`src/rtl/vram_access_ctrl_pkg.sv`:
```
// Shared definitions for the VRAM access controller: parameter defaults and FSM state type.
package vram_access_pkg;

  localparam int unsigned AW_DEF       = 14;
  localparam int unsigned DW_DEF       = 8;
  localparam int unsigned PAL_BASE_DEF = 32'h3F00;
  localparam int unsigned INC_WIDE_DEF = 32;

  typedef enum logic [1:0] {
    S_IDLE,
    S_ALE,
    S_STROBE,
    S_DONE
  } vram_state_e;

endpackage

```
`src/rtl/vram_access_ctrl_if.sv`:
```
// CPU data-port and VRAM bus signals of the access controller, grouped as one interface.
interface vram_access_ctrl_if
  import vram_access_pkg::*;
#(
  parameter int unsigned AW = AW_DEF,
  parameter int unsigned DW = DW_DEF
);
  logic          BLNK;
  logic          R7;
  logic          W7;
  logic [DW-1:0] CPU_DI;
  logic          I_INC;
  logic          ADDR_LD;
  logic [AW-1:0] ADDR_IN;
  logic [DW-1:0] PD_IN;
  logic [AW-1:0] PA;
  logic [DW-1:0] PD_OUT;
  logic          PD_OE;
  logic          n_ALE;
  logic          RD;
  logic          WR;
  logic [DW-1:0] CPU_DO;
  logic          CPU_DO_VLD;
  logic          BUSY;
  logic          DROP;

  modport master (
    output BLNK, R7, W7, CPU_DI, I_INC, ADDR_LD, ADDR_IN, PD_IN,
    input  PA, PD_OUT, PD_OE, n_ALE, RD, WR, CPU_DO, CPU_DO_VLD, BUSY, DROP
  );

  modport slave (
    input  BLNK, R7, W7, CPU_DI, I_INC, ADDR_LD, ADDR_IN, PD_IN,
    output PA, PD_OUT, PD_OE, n_ALE, RD, WR, CPU_DO, CPU_DO_VLD, BUSY, DROP
  );

endinterface

```
`src/rtl/vram_access_ctrl_addr_counter.sv`:
```
// VRAM address register with load and +1 / +INC_WIDE auto-increment, wrapping modulo 2^AW.
module vram_addr_counter
  import vram_access_pkg::*;
#(
  parameter int unsigned AW       = AW_DEF,
  parameter int unsigned INC_WIDE = INC_WIDE_DEF
) (
  input  logic          clk_i,
  input  logic          rst_i,
  input  logic          ld_i,
  input  logic [AW-1:0] ld_val_i,
  input  logic          inc_en_i,
  input  logic          wide_i,
  output logic [AW-1:0] addr_next_o
);

  localparam logic [AW-1:0] STEP_ONE  = AW'(1);
  localparam logic [AW-1:0] STEP_WIDE = AW'(INC_WIDE);

  logic [AW-1:0] addr_q;
  logic [AW-1:0] addr_d;

  // A load wins over a same-cycle increment.
  always_comb begin
    addr_d = addr_q;
    if (ld_i) begin
      addr_d = ld_val_i;
    end else if (inc_en_i) begin
      addr_d = addr_q + (wide_i ? STEP_WIDE : STEP_ONE);
    end
  end

  always_ff @(posedge clk_i) begin
    if (rst_i) begin
      addr_q <= '0;
    end else begin
      addr_q <= addr_d;
    end
  end

  assign addr_next_o = addr_d;

endmodule

```
`src/rtl/vram_access_ctrl.sv`:
```
// CPU-to-VRAM data-port sequencer: ALE -> STROBE -> DONE per access, one pending slot,
// buffered reads below the palette range and direct reads inside it.
module vram_access_ctrl
  import vram_access_pkg::*;
#(
  parameter int unsigned AW       = AW_DEF,
  parameter int unsigned DW       = DW_DEF,
  parameter int unsigned PAL_BASE = PAL_BASE_DEF,
  parameter int unsigned INC_WIDE = INC_WIDE_DEF
) (
  input logic               PCLK,
  input logic               RES,
  vram_access_ctrl_if.slave bus
);

  localparam logic [AW-1:0] PAL_LO = AW'(PAL_BASE);

  typedef struct packed {
    logic          wr;
    logic          inc;
    logic          pal;
    logic [DW-1:0] data;
  } req_t;

  vram_state_e   state_q;
  req_t          cur_q;
  req_t          slot_q;
  logic          slot_vld_q;
  logic          slot_vld_d;
  req_t          new_req;
  req_t          launch_req;
  logic          new_vld;
  logic          new_acc;
  logic          launch;
  logic          drop;
  logic          imm_rsp;
  logic          in_done;
  logic [AW-1:0] addr_d;
  logic [AW-1:0] pa_q;
  logic [DW-1:0] buf_q;
  logic [DW-1:0] pd_out_q;
  logic [DW-1:0] cpu_do_q;
  logic          n_ale_q;
  logic          rd_q;
  logic          wr_q;
  logic          pd_oe_q;
  logic          vld_q;
  logic          busy_q;
  logic          drop_q;

  assign in_done = (state_q == S_DONE);

  vram_addr_counter #(
    .AW       (AW),
    .INC_WIDE (INC_WIDE)
  ) u_addr (
    .clk_i       (PCLK),
    .rst_i       (RES),
    .ld_i        (bus.ADDR_LD),
    .ld_val_i    (bus.ADDR_IN),
    .inc_en_i    (in_done),
    .wide_i      (cur_q.inc),
    .addr_next_o (addr_d)
  );

  // A new request is accepted only into an empty slot; a pending request is always
  // served first, so anything arriving while the slot is full is dropped.
  // Palette classification uses the address the access will see next cycle.
  always_comb begin
    new_vld    = bus.W7 | bus.R7;
    new_req    = '{wr: bus.W7, inc: bus.I_INC, pal: (addr_d >= PAL_LO), data: bus.CPU_DI};
    new_acc    = new_vld & ~slot_vld_q;
    drop       = (bus.W7 & bus.R7) | (new_vld & slot_vld_q);
    launch     = ((state_q == S_IDLE) | in_done) & bus.BLNK & (slot_vld_q | new_vld);
    launch_req = slot_vld_q ? slot_q : new_req;
    imm_rsp    = new_acc & ~bus.W7 & ~new_req.pal;
    slot_vld_d = slot_vld_q;
    if (launch) begin
      slot_vld_d = 1'b0;
    end else if (new_acc) begin
      slot_vld_d = 1'b1;
    end
  end

  always_ff @(posedge PCLK) begin
    if (RES) begin
      state_q    <= S_IDLE;
      cur_q      <= '0;
      slot_q     <= '0;
      slot_vld_q <= 1'b0;
      pa_q       <= '0;
      buf_q      <= '0;
      pd_out_q   <= '0;
      cpu_do_q   <= '0;
      n_ale_q    <= 1'b1;
      rd_q       <= 1'b0;
      wr_q       <= 1'b0;
      pd_oe_q    <= 1'b0;
      vld_q      <= 1'b0;
      busy_q     <= 1'b0;
      drop_q     <= 1'b0;
    end else begin
      n_ale_q    <= 1'b1;
      rd_q       <= 1'b0;
      wr_q       <= 1'b0;
      pd_oe_q    <= 1'b0;
      vld_q      <= 1'b0;
      drop_q     <= drop;
      slot_vld_q <= slot_vld_d;
      busy_q     <= launch | (state_q == S_ALE) | (state_q == S_STROBE) | slot_vld_d;
      if (!launch && new_acc) begin
        slot_q <= new_req;
      end

      unique case (state_q)
        S_ALE: begin
          state_q  <= S_STROBE;
          rd_q     <= ~cur_q.wr;
          wr_q     <= cur_q.wr;
          pd_oe_q  <= cur_q.wr;
          pd_out_q <= cur_q.data;
        end
        S_STROBE: begin
          state_q <= S_DONE;
        end
        default: begin
          if (launch) begin
            state_q <= S_ALE;
            cur_q   <= launch_req;
            n_ale_q <= 1'b0;
            pa_q    <= addr_d;
          end else begin
            state_q <= S_IDLE;
          end
        end
      endcase

      if (imm_rsp) begin
        cpu_do_q <= buf_q;
        vld_q    <= 1'b1;
      end
      // A completing palette read takes the CPU_DO port over a same-cycle buffered read.
      if (in_done && !cur_q.wr) begin
        buf_q <= bus.PD_IN;
        if (cur_q.pal) begin
          cpu_do_q <= bus.PD_IN;
          vld_q    <= 1'b1;
        end
      end
    end
  end

  assign bus.PA         = pa_q;
  assign bus.PD_OUT     = pd_out_q;
  assign bus.PD_OE      = pd_oe_q;
  assign bus.n_ALE      = n_ale_q;
  assign bus.RD         = rd_q;
  assign bus.WR         = wr_q;
  assign bus.CPU_DO     = cpu_do_q;
  assign bus.CPU_DO_VLD = vld_q;
  assign bus.BUSY       = busy_q;
  assign bus.DROP       = drop_q;

endmodule

```
`src/flat_wrapper.sv`:
```
// flat-port wrapper written by rule: the top's interface ports become plain ports
module vram_access_ctrl_flat import vram_access_pkg::*;
#(
  parameter int unsigned AW       = AW_DEF,
  parameter int unsigned DW       = DW_DEF,
  parameter int unsigned PAL_BASE = PAL_BASE_DEF,
  parameter int unsigned INC_WIDE = INC_WIDE_DEF
)
  (PCLK, RES, bus_BLNK, bus_R7, bus_W7, bus_CPU_DI, bus_I_INC, bus_ADDR_LD, bus_ADDR_IN, bus_PD_IN, bus_PA, bus_PD_OUT, bus_PD_OE, bus_n_ALE, bus_RD, bus_WR, bus_CPU_DO, bus_CPU_DO_VLD, bus_BUSY, bus_DROP);
  vram_access_ctrl_if #(.AW(AW), .DW(DW)) bus_i ();
  input logic PCLK;
  input logic RES;
  input wire logic [$bits(bus_i.BLNK)-1:0] bus_BLNK;
  input wire logic [$bits(bus_i.R7)-1:0] bus_R7;
  input wire logic [$bits(bus_i.W7)-1:0] bus_W7;
  input wire logic [$bits(bus_i.CPU_DI)-1:0] bus_CPU_DI;
  input wire logic [$bits(bus_i.I_INC)-1:0] bus_I_INC;
  input wire logic [$bits(bus_i.ADDR_LD)-1:0] bus_ADDR_LD;
  input wire logic [$bits(bus_i.ADDR_IN)-1:0] bus_ADDR_IN;
  input wire logic [$bits(bus_i.PD_IN)-1:0] bus_PD_IN;
  output wire logic [$bits(bus_i.PA)-1:0] bus_PA;
  output wire logic [$bits(bus_i.PD_OUT)-1:0] bus_PD_OUT;
  output wire logic [$bits(bus_i.PD_OE)-1:0] bus_PD_OE;
  output wire logic [$bits(bus_i.n_ALE)-1:0] bus_n_ALE;
  output wire logic [$bits(bus_i.RD)-1:0] bus_RD;
  output wire logic [$bits(bus_i.WR)-1:0] bus_WR;
  output wire logic [$bits(bus_i.CPU_DO)-1:0] bus_CPU_DO;
  output wire logic [$bits(bus_i.CPU_DO_VLD)-1:0] bus_CPU_DO_VLD;
  output wire logic [$bits(bus_i.BUSY)-1:0] bus_BUSY;
  output wire logic [$bits(bus_i.DROP)-1:0] bus_DROP;
  assign bus_i.BLNK = bus_BLNK;
  assign bus_i.R7 = bus_R7;
  assign bus_i.W7 = bus_W7;
  assign bus_i.CPU_DI = bus_CPU_DI;
  assign bus_i.I_INC = bus_I_INC;
  assign bus_i.ADDR_LD = bus_ADDR_LD;
  assign bus_i.ADDR_IN = bus_ADDR_IN;
  assign bus_i.PD_IN = bus_PD_IN;
  assign bus_PA = bus_i.PA;
  assign bus_PD_OUT = bus_i.PD_OUT;
  assign bus_PD_OE = bus_i.PD_OE;
  assign bus_n_ALE = bus_i.n_ALE;
  assign bus_RD = bus_i.RD;
  assign bus_WR = bus_i.WR;
  assign bus_CPU_DO = bus_i.CPU_DO;
  assign bus_CPU_DO_VLD = bus_i.CPU_DO_VLD;
  assign bus_BUSY = bus_i.BUSY;
  assign bus_DROP = bus_i.DROP;
  vram_access_ctrl #(.AW(AW), .DW(DW), .PAL_BASE(PAL_BASE), .INC_WIDE(INC_WIDE)) u_core (.PCLK(PCLK), .RES(RES), .bus(bus_i));
endmodule
```
`config.mk`:
```
export PLATFORM = sky130hd
export DESIGN_NAME = vram_access_ctrl_flat
export DESIGN_NICKNAME = d
export VERILOG_FILES = /design/src/rtl/vram_access_ctrl_pkg.sv /design/src/rtl/vram_access_ctrl_if.sv /design/src/rtl/vram_access_ctrl_addr_counter.sv /design/src/rtl/vram_access_ctrl.sv /design/src/flat_wrapper.sv
export SDC_FILE = /design/constraint.sdc
export NUM_CORES = 1
export LEC_CHECK = 0
export CORE_ASPECT_RATIO = 1.75
export CORE_UTILIZATION = 55
export CTS_CLUSTER_DIAMETER = 150
export DETAILED_ROUTE_END_ITERATION = 6
export DONT_BUFFER_PORTS = 1
export PLACE_DENSITY = 0.7
export SYNTH_ARGS = -nofsm -noshare
export SYNTH_HDL_FRONTEND = slang
export SYNTH_SLANG_ARGS = --single-unit
```
`constraint.sdc`:
```
create_clock -name PCLK -period 7.8 [get_ports PCLK]
set_input_delay 2.34 -clock PCLK [delete_from_list [all_inputs] [get_ports PCLK]]
set_output_delay 2.34 -clock PCLK [all_outputs]
set_load 0.02 [all_outputs]
```
======== After elaboration in Yosys (flattened, before gate mapping) ========
Index checks and enable logic that the tools add are counted.
cells by class
  add/sub/neg operators ................... 1
  multipliers ............................. 0
  divide/modulo/power cells ............... 0
  order comparisons ....................... 1
  equality and inequality tests ........... 3
  shifts and indexed selects .............. 0
  muxes and demuxes ....................... 15
  bitwise logic cells ..................... 20
  reduce and logical (&&, ||, !) cells .... 9
operators by type and width
  kind                    count
  $mux W14                2
  $mux W8                 3
  $add A14 B14 Y14        1
  $ge A14 B14 Y1 const B  1
  $mux W11                1
  $and A1 B1 Y1           7
  $mux W1                 7
  $or A1 B1 Y1            7
  $mux W6                 1
  $not A1 Y1              6
  $eq A2 B2 Y1 const B    2
  $pmux W2 S2             1
  $reduce_or A2 Y1        2
  $reduce_or A3 Y1        1
  $eq A2 B1 Y1 const B    1
  $logic_and A1 B1 Y1     2
  $logic_not A1 Y1        2
  $logic_not A2 Y1        1
  $reduce_and A2 Y1       1
storage, ports and cells
  bits in registers ....................... 83
  latch bits .............................. 0
  memory bits (writable) .................. 0
  memory bits (read-only) ................. 0
  input port bits ......................... 37
  output and inout bits ................... 37
  logic and storage cells ................. 70
  memories kept ........................... 0

======== Longest topological paths before layout ========
  depth after elaboration ................. 10
  mapped depth ............................ 11
  depth with buffers taken out ............ 10

======== Cells and area by module ========
Synthesis repeated with hierarchy kept, for this count alone.
second synthesis, totals
  cells, all modules ...................... 388
  area, all modules ....................... 3534.6 um^2
by module, submodules not included
  module             times used  cells an instance  area each (um^2)  seq. area each (um^2)
  vram_access_ctrl   1           269                2577.5            1381.3
  vram_addr_counter  1           119                957.2             280.3

======== Least setup slack after synthesis ========
OpenSTA, ideal clock, no wires.
  kind .................................... input port to flip-flop
  start ................................... input bus_ADDR_LD
  end ..................................... register u_core.cpu_do_q[0], in the netlist u_core.bus.CPU_DO[0]
  library setup time ...................... 0.087 ns
  arrival ................................. 3.920 ns
  setup slack ............................. 3.793 ns
  cell stages on the path ................. 8
  cell sequence ........................... buf_2 -> nor2_1 -> a41o_1 -> a211oi_2 -> nor2_1 -> a2111o_1 -> buf_6 -> a221oi_2
between the ends
  cells in the longest elaborated chain, start to end .. 7
RTL lines
  what                  line                                 source
  from (decl)           flat_wrapper.sv:18                   input wire logic [$bits(bus_i.ADDR_LD)-1:0] bus_ADDR_LD;
  $mux W14 (*)          vram_access_ctrl_addr_counter.sv:26  if (ld_i) begin
  $ge A14 B14 Y1 (*)    vram_access_ctrl.sv:71               new_req = '{wr: bus.W7, inc: bus.I_INC, pal: (addr_d >= PAL_LO), data: bus.CPU_DI};
  $not A1 Y1 (*)        vram_access_ctrl.sv:76               imm_rsp = new_acc & ~bus.W7 & ~new_req.pal;
  $and A1 B1 Y1 (*)     vram_access_ctrl.sv:76
  $mux W8 (*)           vram_access_ctrl.sv:138              if (imm_rsp) begin
  $mux W8               vram_access_ctrl.sv:145              if (cur_q.pal) begin
  $mux W8 (*)           vram_access_ctrl.sv:143              if (in_done && !cur_q.wr) begin
  to (signal assigned)  vram_access_ctrl.sv:139              cpu_do_q <= buf_q;
  to (signal assigned)  vram_access_ctrl.sv:146              cpu_do_q <= bus.PD_IN;
  to (decl)             vram_access_ctrl.sv:42               logic [DW-1:0] cpu_do_q;
Mark *: on every way between the ends. The rest lies on a longest branch, timed or not.
A chain may end at the register's enable or synchronous reset.

======== Final worst setup path ========
  start ................................... input bus_ADDR_LD
  end ..................................... register u_core.cpu_do_q[1], in the netlist u_core.bus.CPU_DO[1]
The elaborated chain is that of the path after synthesis.

==> impl_metrics.py <==
metrics = {
    "status": {
        "status": "complete, no violations",
    },
    "synth": {
        "ys.warnings.count": 0,
        "synth_ff_type": "dfxtp_1",
        "yosysSeqAreaShare_pct": 45.3,
        "synth_seq_cells": 83,
        "synth.cell_area_um2": 3670,
        "async_flop_share_pct": 0,
        "synth.net_count": 456,
        "syn_avg_cell_area_um2": 8.89,
        "synthDistinctLibCells": 48,
        "synth_cells": 413,
        "synth_edf_count": 0,
    },
    "clocking": {
        "clkSinkCount": 83,
        "cts_htree_levels": 3,
        "insertion_delay_ns": 0.33,
        "ctsHoldBuffers": 0,
        "clkSlewWorstSetupHoldPaths_ns": 0.06,
        "cts_buffer_depth": 2,
        "cts_buffers": 9,
        "cts_resized": 0,
        "cts-root-buf": "clkbuf_16",
        "cts_setup_buffers": 0,
        "cts_tree": "built",
    },
    "setup_path": {
        "worstPathRequired_ns": 8.04,
        "r2r_cells": 8,
        "r2r_slack_ns": 4.52,
        "r2r_start": "u_core.state_q[0]",
        "critPathArrivalTime_ns": 4.10,
        "critical_path.cell_chain": "nor2b_1 > or4b_1 > nand4_1 > a32oi_1 > nor2_1 > nand2_1 > a221oi_2",
        "start_kind": "input port",
        "r2r-end": "u_core.bus.CPU_DO[1]",
        "critPathMaxStageDelay_ns": 0.46,
        "slowest_stage": "or4b_1",
        "endpoint_kind": "flip-flop",
        "crit_fanout": 33,
        "worstSetupPathType": "in2reg",
    },
    "power": {
        "clockPowerShare_pct": 40.7,
        "vdd.ir_drop.worst_mv": 0.204,
        "powerDensity_nw_per_um2": 262,
        "p_comb_share_pct": 11.1,
        "power_leakage_nw": 1.45,
        "power.internal_w": 0.000765,
        "p_sw_share_pct": 26.4,
        "p_switching_w": 0.000275,
        "seqPwrFrac_pct": 48.2,
    },
    "detailed_routing": {
        "drt_iter0_drc": 215,
        "via_per_inst": 5.81,
        "dr.pass1.iters": 4,
        "vias": 2817,
        "wl_um": 8050,
        "postRouteAntennaNets": 0,
        "drc": 0,
        "wl_per_cell_um": 16.6,
    },
    "place": {
        "routabilityCongestion": 0.800,
        "placed_cell_area_um2": 3670,
        "port-buffer-count": 0,
        "dp_hpwl_um": 5470,
    },
    "hold_path": {
        "hold_start": "u_core.buf_q[7]",
        "hold_end": "u_core.buf_q[7]",
        "holdPathStages": 2,
        "holdCritPathClass": "reg2reg",
    },
    "final_layout": {
        "nFillCells": 578,
        "layout-drive-gt1-share_pct": 8.44,
        "antenna_cells": 0,
        "design_area_um2": 3970,
        "nets": 441,
        "area_delta_synth_final_pct": 8.11,
    },
    "die": {
        "die_area_um2": 7020,
        "num_io_pins": 74,
        "core_um2": 6490,
        "fp-row-count": 39,
        "fp.dieW_um": 63.7,
        "die_height_um": 110,
        "initial_utilization_pct": 56.5,
    },
    "timing": {
        "fin_crit_ns": 3.86,
        "tns_ns": 0,
        "hold_viol_final": 0,
        "relSlewSlack_pct": 41.3,
        "final.period_utilization_pct": 49.5,
        "fmax_ghz": 0.259,
        "setup_violations": 0,
        "fin_skew_ns": 0.00584,
        "rsz0062_at_grt": "no",
        "drv_slew": 0,
        "worst_pin_slew_ns": 0.880,
    },
    "grt": {
        "use_met3_pct": 6.89,
        "use_met1_pct": 27.1,
        "grt_pass1_vias": 2667,
        "grt_use_met2_pct": 41.4,
        "grt_max_degree": 84,
        "grt_antenna_before_repair": 0,
        "gr-total-overflow": 0,
        "grt_pass1_wl_um": 12800,
        "grt_busiest_layer": "met2",
        "grtUsageTotal_pct": 24.0,
    },
    "flow_run": {
        "cap_viol_max_count": 0,
    },
}
## through the flow
step                setup WS [ns]  cells  total power, W  utilization (%)  hold slack (ns)
floorplan                    3.79    413        0.000608                -            0.437
global placement             3.72    469        0.000623             56.6            0.439
detailed placement           3.63    469        0.000627             56.6            0.445
CTS                          3.96    485         0.00105             61.1            0.454
global route                 3.83    485         0.00109             61.1            0.473
finish                       3.94    485         0.00104             61.1            0.455
## Yosys cell counts (5+ instances only)
cell	n	area [um^2]
xor2_1	6	52.6
inv_1	5	18.8
nor2b_1	12	75.1
o21ai_0	8	40.0
buf_1	6	22.5
o21bai_1	8	60.1
nand2b_1	7	43.8
clkbuf_1	19	71.3
mux2i_1	29	290
ha_1	6	75.1
a21oi_1	33	165
dfxtp_1	83	1660
a221oi_2	8	120
nand4_1	7	43.8
a211oi_1	16	120
nor2_1	76	285
nand2_1	42	158
## cell usage in the layout (no fill, tap or decap), types with 2 or more instances in the layout
cell type	instances
dfxtp_1	83
nor2_1	75
nand2_1	42
a21oi_1	33
mux2i_1	29
a211oi_1	16
nor2b_1	12
clkbuf_16	9
o21ai_0	8
o21bai_1	8
a221oi_2	8
nand2b_1	7
nand4_1	7
xor2_1	6
ha_1	6
inv_1	5
nand3_1	4
nor3_1	4
clkinv_2	3
o21a_1	2
or4_1	2
o31ai_4	2
and2_1	2
nand3b_1	2
buf_4	2
## critical path, delay by kind of cell
family           cells  cell delay [ns]
AND/OR/NAND/NOR      5             1.34
AO/OA/AOI/OAI        2             0.41
## registers in the layout, indices dropped and copies added, names as in the netlist, 2 cells and up
register / count
u_core.buf_q: 8
u_core.bus.CPU_DO: 8
u_core.bus.PA: 14
u_core.bus.PD_OUT: 8
u_core.cur_q: 11
u_core.slot_q: 11
u_core.state_q: 2
u_core.u_addr.addr_q: 14
## worst max-delay path by stage
| stage | from | depth (start not counted) | end | slack [ns] |
|---|---|---|---|---|
| 6_report | bus_ADDR_LD | 7 | u_core.bus.CPU_DO[1] | 3.94 |
| 2_1_floorplan | bus_ADDR_LD | 8 | u_core.bus.CPU_DO[0] | 3.79 |
| 3_3_place_gp | bus_ADDR_LD | 6 | u_core.bus.CPU_DO[3] | 3.72 |
| 5_1_grt | bus_ADDR_LD | 7 | u_core.bus.CPU_DO[7] | 3.83 |
| 3_5_place_dp | bus_ADDR_LD | 6 | u_core.bus.CPU_DO[7] | 3.63 |
| 4_1_cts | bus_ADDR_LD | 6 | u_core.bus.CPU_DO[7] | 3.96 |
## power groups by stage
stage          Clock, W  Sequential (W)  Combinational (W)
2_1_floorplan         0        0.000499           0.000109
5_1_grt        0.000449        0.000506           0.000130
3_3_place_gp          0        0.000510           0.000113
6_report       0.000423        0.000502           0.000115
3_5_place_dp          0        0.000511           0.000115
4_1_cts        0.000427        0.000502           0.000116
## metal layers
layer | share of wire [%] | wire, um
met1 | 41 | 3260
met2 | 52 | 4170
met3 | 5.1 | 412
met4 | 2.4 | 195
met5 | 0 | 0
## kinds of logic (layout without fill, tap and decap cells)
| logic type | after synthesis | count (layout) | share of synthesized area, % |
|---|---|---|---|
| compound gates | 86 | 86 | 17.5 |
| xor+xnor | 7 | 7 | 1.67 |
| fa+ha+maj | 6 | 6 | 2.05 |
| mux | 30 | 30 | 8.32 |
| flops | 83 | 83 | 45.3 |
| simple gates | 168 | 168 | 21.4 |
| buf+inv | 33 | 23 | 3.72 |
## layout make-up
cell class | count | area [um^2] | area share (%)
Multi-Input combinational cell | 297 | 1870 | 47.2
Sequential cell | 83 | 1660 | 41.9
Clock buffer | 11 | 243 | 6.12
Tap cell | 82 | 103 | 2.59
Clock inverter | 5 | 52.6 | 1.32
Inverter | 5 | 18.8 | 0.473
Timing Repair Buffer | 2 | 15.0 | 0.378
No activity file was read; power rests on OpenSTA's default activity.
